--- config.mk ---
export PLATFORM = sky130hd
export DESIGN_NAME = byte_store_unit
export DESIGN_NICKNAME = d
export VERILOG_FILES = /design/src/rtl/byte_store_unit.sv
export SDC_FILE = /design/constraint.sdc
export NUM_CORES = 1
export LEC_CHECK = 0
export CORE_MARGIN = 5
export CORE_UTILIZATION = 45
export CTS_BUF_LIST = sky130_fd_sc_hd__clkbuf_8 sky130_fd_sc_hd__clkbuf_16
export DETAILED_ROUTE_END_ITERATION = 16
export GPL_TIMING_DRIVEN = 1
export PLACE_DENSITY = 0.75
export SLEW_MARGIN = 20
export SYNTH_ARGS = -nofsm -noshare
export SYNTH_HDL_FRONTEND = slang
export SYNTH_SLANG_ARGS = --single-unit
--- constraint.sdc ---
create_clock -name clk -period 3 [get_ports clk]
set_clock_uncertainty 0.05 [all_clocks]
set_input_delay 0.3 -clock clk [delete_from_list [all_inputs] [get_ports clk]]
set_output_delay 0.3 -clock clk [all_outputs]
set_load 0.005 [all_outputs]
--- src/rtl/byte_store_unit.sv ---
// Byte-serial little-endian store engine: narrows a 32-bit value to byte/half/word,
// writes it through an 8-bit ready/valid memory port and flags lossless narrowing.
module byte_store_unit #(
  parameter int unsigned ADDR_WIDTH = 32
) (
  input  logic                  clk,
  input  logic                  rst_n,
  input  logic                  start,
  input  logic [31:0]           store_data_in,
  input  logic [ADDR_WIDTH-1:0] address_in,
  input  logic [1:0]            size_in,
  input  logic                  mem_ready,
  output logic                  mem_write_en,
  output logic [ADDR_WIDTH-1:0] mem_addr_out,
  output logic [7:0]            mem_data_out,
  output logic                  busy,
  output logic                  done,
  output logic                  error,
  output logic                  lossless
);

  localparam int unsigned DATA_W = 32;
  localparam int unsigned BYTE_W = 8;
  localparam int unsigned IDX_W  = 2;

  localparam logic [1:0] SZ_BYTE = 2'b00;
  localparam logic [1:0] SZ_HALF = 2'b01;
  localparam logic [1:0] SZ_WORD = 2'b10;

  typedef enum logic [1:0] {
    S_IDLE  = 2'd0,
    S_SEND  = 2'd1,
    S_DONE  = 2'd2,
    S_ERROR = 2'd3
  } state_t;

  state_t                r_state, w_state;
  logic [DATA_W-1:0]     r_data, w_data;
  logic [ADDR_WIDTH-1:0] r_base, w_base;
  logic [1:0]            r_size, w_size;
  logic [IDX_W-1:0]      r_idx, w_idx;
  logic [IDX_W-1:0]      r_last, w_last;

  logic                  r_mem_write_en, w_mem_write_en;
  logic [ADDR_WIDTH-1:0] r_mem_addr, w_mem_addr;
  logic [BYTE_W-1:0]     r_mem_data, w_mem_data;
  logic                  r_busy, w_busy;
  logic                  r_done, w_done;
  logic                  r_error, w_error;
  logic                  r_lossless, w_lossless;

  logic                  w_illegal;

  // Little-endian byte lane select.
  function automatic logic [BYTE_W-1:0] byte_sel(input logic [DATA_W-1:0] data,
                                                 input logic [IDX_W-1:0] idx);
    logic [BYTE_W-1:0] b;
    case (idx)
      2'd0:    b = data[7:0];
      2'd1:    b = data[15:8];
      2'd2:    b = data[23:16];
      default: b = data[31:24];
    endcase
    return b;
  endfunction

  // Sign-extending the stored field reproduces the full register value.
  function automatic logic narrow_ok(input logic [DATA_W-1:0] data, input logic [1:0] size);
    logic ok;
    case (size)
      SZ_BYTE: ok = (data[31:8]  == {24{data[7]}});
      SZ_HALF: ok = (data[31:16] == {16{data[15]}});
      default: ok = 1'b1;
    endcase
    return ok;
  endfunction

  assign w_illegal = (size_in == 2'b11)
                   | ((size_in == SZ_HALF) & address_in[0])
                   | ((size_in == SZ_WORD) & (address_in[1:0] != 2'b00));

  // Next-state and next-output logic; outputs are registered below.
  always_comb begin
    w_state        = r_state;
    w_data         = r_data;
    w_base         = r_base;
    w_size         = r_size;
    w_idx          = r_idx;
    w_last         = r_last;
    w_mem_write_en = 1'b0;
    w_mem_addr     = '0;
    w_mem_data     = '0;
    w_done         = 1'b0;
    w_error        = 1'b0;
    w_lossless     = 1'b0;

    case (r_state)
      S_IDLE: begin
        if (start) begin
          w_data = store_data_in;
          w_base = address_in;
          w_size = size_in;
          w_idx  = '0;
          if (w_illegal) begin
            w_state = S_ERROR;
            w_error = 1'b1;
          end else begin
            w_state        = S_SEND;
            w_last         = (size_in == SZ_BYTE) ? 2'd0 :
                             (size_in == SZ_HALF) ? 2'd1 : 2'd3;
            w_mem_write_en = 1'b1;
            w_mem_addr     = address_in;
            w_mem_data     = store_data_in[7:0];
          end
        end
      end
      S_SEND: begin
        if (mem_ready && (r_idx == r_last)) begin
          w_state    = S_DONE;
          w_done     = 1'b1;
          w_lossless = narrow_ok(r_data, r_size);
        end else begin
          // Stalled cycles re-present the same index; accepted ones advance it.
          if (mem_ready) begin
            w_idx = r_idx + 2'd1;
          end
          w_mem_write_en = 1'b1;
          w_mem_addr     = r_base + ADDR_WIDTH'(w_idx);
          w_mem_data     = byte_sel(r_data, w_idx);
        end
      end
      S_DONE:  w_state = S_IDLE;
      S_ERROR: w_state = S_IDLE;
      default: w_state = S_IDLE;
    endcase

    w_busy = (w_state != S_IDLE);
  end

  always_ff @(posedge clk) begin
    if (!rst_n) begin
      r_state        <= S_IDLE;
      r_data         <= '0;
      r_base         <= '0;
      r_size         <= '0;
      r_idx          <= '0;
      r_last         <= '0;
      r_mem_write_en <= 1'b0;
      r_mem_addr     <= '0;
      r_mem_data     <= '0;
      r_busy         <= 1'b0;
      r_done         <= 1'b0;
      r_error        <= 1'b0;
      r_lossless     <= 1'b0;
    end else begin
      r_state        <= w_state;
      r_data         <= w_data;
      r_base         <= w_base;
      r_size         <= w_size;
      r_idx          <= w_idx;
      r_last         <= w_last;
      r_mem_write_en <= w_mem_write_en;
      r_mem_addr     <= w_mem_addr;
      r_mem_data     <= w_mem_data;
      r_busy         <= w_busy;
      r_done         <= w_done;
      r_error        <= w_error;
      r_lossless     <= w_lossless;
    end
  end

  assign mem_write_en = r_mem_write_en;
  assign mem_addr_out = r_mem_addr;
  assign mem_data_out = r_mem_data;
  assign busy         = r_busy;
  assign done         = r_done;
  assign error        = r_error;
  assign lossless     = r_lossless;

endmodule

==> results of run 1 <==
## placed cells by master, fill, tap and decap left out, types with 10 or more instances in the layout
| cell | n |
|---|---|
| o22ai_1 | 12 |
| nor4_1 | 10 |
| a21oi_1 | 13 |
| clkdlybuf4s50_1 | 113 |
| mux2i_1 | 18 |
| nand4_1 | 12 |
| nand3_1 | 14 |
| a21boi_0 | 66 |
| clkbuf_16 | 17 |
| nand2_1 | 162 |
| buf_4 | 19 |
| nor2_1 | 29 |
| xnor2_1 | 26 |
| dfxtp_1 | 117 |
## stage by stage
stage	total power (W)	instance area, sq um	setup WS, ns	utilization, %
6_report	0.00432	7350	0.427	61.7
5_1_grt	0.00450	7350	0.231	61.7
4_1_cts	0.00434	7350	0.444	61.7
3_5_place_dp	0.00236	6760	0.0120	56.7
3_3_place_gp	0.00234	6760	0.0938	56.7
2_1_floorplan	0.00208	5440	0.130	-
## flip-flops by register name (all words and copies together) (netlist names), 2 cells and up
| register | flops |
|---|---|
| mem_addr_out | 32 |
| r_base | 32 |
| r_data | 32 |
| mem_data_out | 8 |
| r_idx | 2 |
| r_last | 2 |
| r_size | 2 |
| r_state | 2 |
## layout make-up
type | instances | area (sq um)
timing repair buffer | 134 | 1300
fill | 997 | 4560
multi-input combinational | 473 | 2910
sequential | 117 | 2340
clock inverter | 14 | 151
clock buffer | 18 | 439
tap | 147 | 184
inverter | 7 | 26.3
## routing by layer
metal  track usage, %  wire length [um]  up-vias  share of wire, %
li1                 -                 -     2453                 -
met1             26.4              6430     2371                44
met2             35.5              7100      158                49
met3             5.14               853       19               5.9
met4             5.87               193        0               1.3
met5                0                 0        -                 0
## worst max-delay path by stage
stage                    from               end  slack, ns
detailed placement  mem_ready  mem_addr_out[30]       0.01
finish              mem_ready  mem_addr_out[30]       0.43
global placement    mem_ready  mem_addr_out[30]       0.09
floorplan           mem_ready  mem_addr_out[30]       0.13
global route        mem_ready  mem_addr_out[30]       0.23
CTS                 mem_ready  mem_addr_out[30]       0.44
## power groups by stage
stage          Clock [W]  Sequential [W]  Combinational (W)
6_report         0.00199         0.00176           0.000573
3_3_place_gp           0         0.00178           0.000556
3_5_place_dp           0         0.00179           0.000570
2_1_floorplan          0         0.00176           0.000325
4_1_cts          0.00201         0.00175           0.000576
5_1_grt          0.00209         0.00177           0.000636
## cells by family (layout without fill, tap and decap cells)
kind of cell,after synthesis,in the layout,synth area share [%]
and+or+nand+nor,276,276,23.7
muxes,21,21,4.55
buffers and inverters,48,173,3.84
adders and majority gates,3,3,0.828
AOI/OAI and AO/OA,139,139,18.5
DFF,117,117,43.0
xor gates and xnor gates,34,34,5.47
==> impl_metrics.yaml, run 1 <==
setup_path:
  startpoint_type: "input pin"
  required_ns: 3.23
  slowest_stage: "clkdlybuf4s50_1"
  worst-path-buf-inv: 3
  crit_top_cell: "xnor2_1"
  rrSetupSlack_ns: 0.54
  reg2reg_depth: 9
  path_delay_family: "buffers and inverters"
  endpoint_kind: "flop"
  cp_max_fo: 9
  r2r_start: "r_idx[0]"
  crit_type: "in -> reg"
  crit_chain: "clkdlybuf4s50_1 -> nand2_1 -> xnor2_1 -> inv_1 -> fa_1 -> or3_1 -> buf_4 -> nor4_2 -> xnor2_1 -> o22ai_2"
  slowest_delay_ns: 0.55
  cp.arrival_ns: 2.80
  crit_cells: 10
  rr_endpoint: "mem_addr_out[30]"
sta:
  max_slew_margin_pct: 50.7
  holdWs_ns: 0.383
  setup_viol: 0
  timing.final.crit_share_pct: 85.8
  fin_crit_ns: 2.57
  finalHoldViolCount: 0
  rsz0062_at_grt: "false"
  fmax_ghz: 0.389
  maxSlewViolCount: 0
  worstMarginPinSlew_ns: 0.740
  setup_tns_ns: 0
global_routing:
  grt_pass1_wl_mm: 24.7
  grt.overflow.total: 0
  antenna_found_initial: 0
  grt_max_degree: 71
  first_global_vias: 4971
  track_usage_pct: 20.9
synth:
  ys_top_cells_by_count: "163 x nand2_1, 117 x dfxtp_1, 66 x a21boi_0"
  ys_seq_area_share_pct: 43.0
  yosysMostFrequentCell: "nand2_1"
  syn-num-nets: 711
  yosysUniqueCellTypes: 54
  async_flop_share_pct: 0
  synth_ff_type: "dfxtp_1"
  netlist_area_sq_um: 5440
  syn_inst: 638
  synth_top_area_share_pct: 43.0
  synthTopCellsByArea: "dfxtp_1 43%, nand2_1 11%, a21boi_0 9.1%"
  synth_seq_cells: 117
  synth_edf_count: 0
  synth_area_per_cell_sq_um: 8.53
  synth_warnings: 0
  yosysTopAreaCell: "dfxtp_1"
clock_tree:
  cts_tree: "done"
  cts.sink_count: 117
  ctsRootBufferMaster: "clkbuf_16"
  cts.clk_slew.worst_paths_ns: 0.06
  insertion_delay_ns: 0.41
  cts_buffers: 17
  post-cts-setup-buffers: 0
  cts_max_level: 4
  ctsHoldBuffers: 0
  cts_buffer_depth: 2
  cts_resized: 0
drt:
  dr.pass1.iters: 5
  vias: 5001
  viasPerCell: 5.50
  final_antenna_net_count: 0
  drt-initial-drc-count: 449
  drt_wl_total_mm: 14.6
  wire_per_inst_um: 16.0
  drcViolationCount: 0
floorplan:
  fp.dieW_um: 120
  ios: 115
  rows: 40
  die-area_sq_um: 14400
  start_util_pct: 45.7
  dieHeight_um: 120
  core_area_sq_um: 11900
finish:
  syn_to_final_growth_pct: 35.0
  drive_gt1_share_pct: 9.17
  finalNonFillerCells: 910
  nets: 823
  diodes: 0
place:
  dp_hpwl_mm: 10.4
  io_buffers: 114
  place_congestion: 0.845
  place_inst: 878
power:
  leakage_nw: 2.61
  switching_share_pct: 26.1
  clock_power_share_pct: 46.1
  comb_power_share_pct: 13.3
  peakVddDrop_mv: 0.364
  power.switching_w: 0.00113
  p_seq_share_pct: 40.6
  p_int_w: 0.00319
  powerDensity_nw_per_um2: 588
hold_path:
  hp-class: "in -> reg"
  worstHoldEndpoint: "r_base[14]"
  whs_path_depth: 2
  hp-start: "rst_n"
run:
  drv_cap: 0
outcome:
  status: "finished clean"
Power figures use the tool's default switching activity.
==> run 2, diff against run 1 <==
--- a/config.mk
+++ b/config.mk
@@ -9,8 +9,8 @@
 export CORE_UTILIZATION = 45
 export CTS_BUF_LIST = sky130_fd_sc_hd__clkbuf_8 sky130_fd_sc_hd__clkbuf_16
 export DETAILED_ROUTE_END_ITERATION = 16
+export DONT_BUFFER_PORTS = 1
 export GPL_TIMING_DRIVEN = 1
-export PLACE_DENSITY = 0.75
 export SLEW_MARGIN = 20
 export SYNTH_ARGS = -nofsm -noshare
 export SYNTH_HDL_FRONTEND = slang
==> impl_metrics.yaml, run 2 (synthesized netlist as in run 1, its figures left out) <==
finish:
  syn_to_final_growth_pct: 24.1
  diodes: 0
  nets: 758
  finalNonFillerCells: 845
  stdcell_area_sq_um: 6750
  final_common_cell: "nand2_1"
  final_cell_mix: "162 x nand2_1, 117 x dfxtp_1, 66 x a21boi_0"
  drive_gt1_share_pct: 8.60
sta:
  rsz0062_at_grt: "false"
  timing.final.crit_share_pct: 93.0
  fmax_ghz: 0.358
  worstMarginPinSlew_ns: 0.652
  maxSlewViolCount: 0
  setup_tns_ns: 0
  setup_viol: 0
  setup_ws_ns: 0.209
  fin_crit_ns: 2.79
  max_slew_margin_pct: 56.4
  finalHoldViolCount: 0
setup_path:
  cp_max_fo: 9
  crit_type: "reg -> reg"
  required_ns: 3.24
  endpoint_kind: "flop"
  startpoint_type: "flop"
  cp.arrival_ns: 3.03
outcome:
  status: "finished clean"
global_routing:
  grt.overflow.total: 0
  first_global_vias: 4763
  track_usage_pct: 21.2
  grt_max_degree: 70
  grt_pass1_wl_mm: 24.2
  antenna_found_initial: 0
place:
  io_buffers: 0
  place_inst: 756
  dp_hpwl_mm: 9.96
  place_congestion: 0.843
  placed_cell_area_sq_um: 5550
  place_ws_ns: 0.217
clock_tree:
  cts_buffer_depth: 2
  cts_tree: "done"
  cts.clk_slew.worst_paths_ns: 0.05
  cts_resized: 0
  cts_max_level: 4
  ctsRootBufferMaster: "clkbuf_16"
  post-cts-setup-buffers: 0
  cts.sink_count: 117
  insertion_delay_ns: 0.42
  cts_buffers: 17
  ctsHoldBuffers: 57
drt:
  final_antenna_net_count: 0
  drt-initial-drc-count: 385
  dr.pass1.iters: 4
  vias: 4748
  viasPerCell: 5.62
  drt_wl_total_mm: 14.8
  drcViolationCount: 0
  wire_per_inst_um: 17.5
hold_path:
  hp-class: "in -> reg"
floorplan:
  core_area_sq_um: 11900
  rows: 40
  dieHeight_um: 120
  ios: 115
  start_util_pct: 45.7
  fp.dieW_um: 120
  die-area_sq_um: 14400
power:
  leakage_nw: 2.42
  powerDensity_nw_per_um2: 639
  peakVddDrop_mv: 0.437
run:
  drv_cap: 0
==> run 2: area by class of cell <==
cell class,count,area [sq um]
clock buffers,21,480
clock inverters,11,133
fillers,1093,5160
inverters,7,26.3
multi-input cells,473,2910
flip-flops and latches,117,2340
well taps,147,184
repair buffers,69,678
==> run 2: final timing paths <==
kind | startpoint | endpoint | slack (ns) | cells after the start
min | address_in[7] | mem_addr_out[7] | 0.01 | 2
min reg2reg | r_base[0] | r_base[0] | 0.42 | 2
max reg2reg | r_idx[0] | mem_addr_out[30] | 0.21 | 9
max | r_idx[0] | mem_addr_out[30] | 0.21 | 9
==> run 2: metrics by stage <==
stage | total power (W) | utilization (%) | hold slack, ns
global route | 0.00449 | 56.7 | 0.00432
finish | 0.00431 | 56.7 | 0.0123
global placement | 0.00217 | 46.6 | 0.368
CTS | 0.00434 | 56.7 | 0.000396
floorplan | 0.00208 | - | 0.359
detailed placement | 0.00218 | 46.6 | 0.372
==> run 2: worst max-delay path, stage by stage (launching register included) <==
cell	delay [ns]
dfxtp_1	0.33
xnor2_1	0.22
inv_1	0.10
ha_1	0.16
inv_1	0.06
fa_1	0.46
or3_1	0.64
nor4_2	0.38
xnor2_1	0.17
o22ai_2	0.10
==> run 2: layer usage <==
metal | vias to the layer above | GRT usage [%] | share of wire [%]
li1 | 2319 | - | -
met1 | 2269 | 25.6 | 43
met2 | 135 | 34.9 | 48
met3 | 25 | 6.74 | 6.7
met4 | 0 | 8.95 | 2.2
met5 | - | 0 | 0
==> run 2: where the power goes <==
part / internal, W / total, W / switching [W]
Clock: 0.00138 / 0.00208 / 0.000705
Combinational: 0.000216 / 0.000467 / 0.000251
Sequential: 0.00165 / 0.00176 / 0.000107
Total: 0.00325 / 0.00431 / 0.00106
==> run 3, diff against run 2 <==
--- a/config.mk
+++ b/config.mk
@@ -6,11 +6,12 @@
 export NUM_CORES = 1
 export LEC_CHECK = 0
 export CORE_MARGIN = 5
-export CORE_UTILIZATION = 45
+export CORE_UTILIZATION = 57
 export CTS_BUF_LIST = sky130_fd_sc_hd__clkbuf_8 sky130_fd_sc_hd__clkbuf_16
 export DETAILED_ROUTE_END_ITERATION = 16
 export DONT_BUFFER_PORTS = 1
 export GPL_TIMING_DRIVEN = 1
+export PLACE_DENSITY = 0.75
 export SLEW_MARGIN = 20
 export SYNTH_ARGS = -nofsm -noshare
 export SYNTH_HDL_FRONTEND = slang
==> impl_metrics.yaml, run 3 (synthesized netlist as in run 1, its figures left out) <==
outcome:
  status: "finished clean"
floorplan:
  ios: 115
  die-area_sq_um: 11600
  rows: 35
  fp.dieW_um: 108
  start_util_pct: 58.6
  dieHeight_um: 108
  core_area_sq_um: 9280
sta:
  fin_crit_ns: 2.72
  finalHoldViolCount: 0
  worstMarginPinSlew_ns: 1.09
  maxSlewViolCount: 0
  timing.final.crit_share_pct: 90.7
  fmax_ghz: 0.368
  setup_ws_ns: 0.280
  rsz0062_at_grt: "false"
  setup_tns_ns: 0
  holdWs_ns: 0.0165
  setup_viol: 0
  max_slew_margin_pct: 27.0
setup_path:
  startpoint_type: "flop"
  cp.arrival_ns: 3.07
  slowest_delay_ns: 0.51
  slowest_stage: "or3_4"
  crit_chain: "nand2_1 -> xnor2_1 -> inv_1 -> fa_1 -> or3_4 -> nor4_2 -> xnor2_1 -> o22ai_2"
  path_delay_family: "simple AND/OR/NAND/NOR gates"
  required_ns: 3.35
  crit_top_cell: "xnor2_1"
  worst-path-buf-inv: 1
  crit_type: "reg -> reg"
  cp_max_fo: 9
  endpoint_kind: "flop"
drt:
  final_antenna_net_count: 0
  vias: 4889
  drt-initial-drc-count: 369
  wire_per_inst_um: 18.1
  dr.pass1.iters: 6
  viasPerCell: 5.83
  drcViolationCount: 0
  drt_wl_total_mm: 15.2
power:
  fin_total_pwr_w: 0.00437
  peakVddDrop_mv: 0.402
  leakage_nw: 2.47
  powerDensity_nw_per_um2: 638
hold_path:
  hp-class: "in -> reg"
finish:
  finalNonFillerCells: 839
  drive_gt1_share_pct: 8.73
  nets: 770
  fillCellCount: 694
  syn_to_final_growth_pct: 26.0
  final_cell_mix: "162 x nand2_1, 117 x dfxtp_1, 69 x dlygate4sd3_1"
  diodes: 0
  final_common_cell: "nand2_1"
place:
  io_buffers: 0
  dp_hpwl_mm: 9.45
  place_congestion: 0.904
  place_ws_ns: 0.141
  place_inst: 737
global_routing:
  track_usage_pct: 26.1
  first_global_vias: 4744
  antenna_found_initial: 0
  grt.overflow.total: 0
  grt_pass1_wl_mm: 23.9
  grt_max_degree: 74
clock_tree:
  cts_tree: "done"
  cts.clk_slew.worst_paths_ns: 0.06
  post-cts-setup-buffers: 0
  ctsRootBufferMaster: "clkbuf_8"
  cts_buffers: 17
  cts_buffer_depth: 2
  cts.sink_count: 117
  insertion_delay_ns: 0.52
  cts_max_level: 4
run:
  drv_cap: 0
run 3: cell types whose count changed in the layout (fill, tap and decap cells not counted), sizes merged:
cell and delta:
buf -1, bufinv +1, clkbuf -4, clkinv +4, dlygate4sd3 +13, inv -1
run 3: repair_timing:
action / 4_1_cts / 5_1_grt
gates resized for setup: 0 / 1
hold buffers: 70 / 0
endpoints found under the hold margin: 111 / 0
endpoints found under the setup margin: 0 / 2
run 3: through the flow:
step / instance area (sq um) / utilization [%]
global placement: 5520 / 59.4
floorplan: 5440 / -
finish: 6860 / 73.9
detailed placement: 5520 / 59.4
CTS: 6850 / 73.8
global route: 6860 / 73.9
run 3: worst reg2reg max path: cells and delay by family (launching register included):
kind            cells  cell delay (ns)
compound gates      1             0.09
xor+xnor            2             0.47
fa+ha+maj           1             0.50
buf+inv             1             0.11
flops               1             0.38
simple gates        3             1.00
run 3: layout make-up:
class	instances	area [sq um]	share of cell area, %
Clock buffer	17	414	6.04
Clock inverter	15	204	2.97
Inverter	7	26.3	0.383
Multi-Input combinational cell	473	2910	42.4
Sequential cell	117	2340	34.1
Tap cell	129	161	2.35
Timing Repair Buffer	81	801	11.7
run 3: report_power, final:
part / internal [W] / leakage (nW) / switching, W / total (W)
registers: 0.00165 / 0.956 / 0.000112 / 0.00177
logic: 0.000229 / 1.21 / 0.000263 / 0.000493
clock network: 0.00135 / 0.302 / 0.000762 / 0.00212
run 3: metal layers:
metal  track usage, %  vias up  routed length, um  part of all wire, %
met5                0        -                  0                    0
met4             9.38        0                293                  1.9
met3             7.32       28               1210                  8.0
met2             41.1      219               6960                   46
met1             34.2     2299               6710                   44
li1                 -     2343                  -                    -
run 3: worst paths after layout:
kind	cells past startpoint	slack, ns	endpoint	startpoint
max	8	0.28	mem_addr_out[30]	r_idx[0]
min	2	0.02	done	mem_ready
max reg2reg	8	0.28	mem_addr_out[30]	r_idx[0]
min reg2reg	2	0.43	r_base[31]	r_base[31]
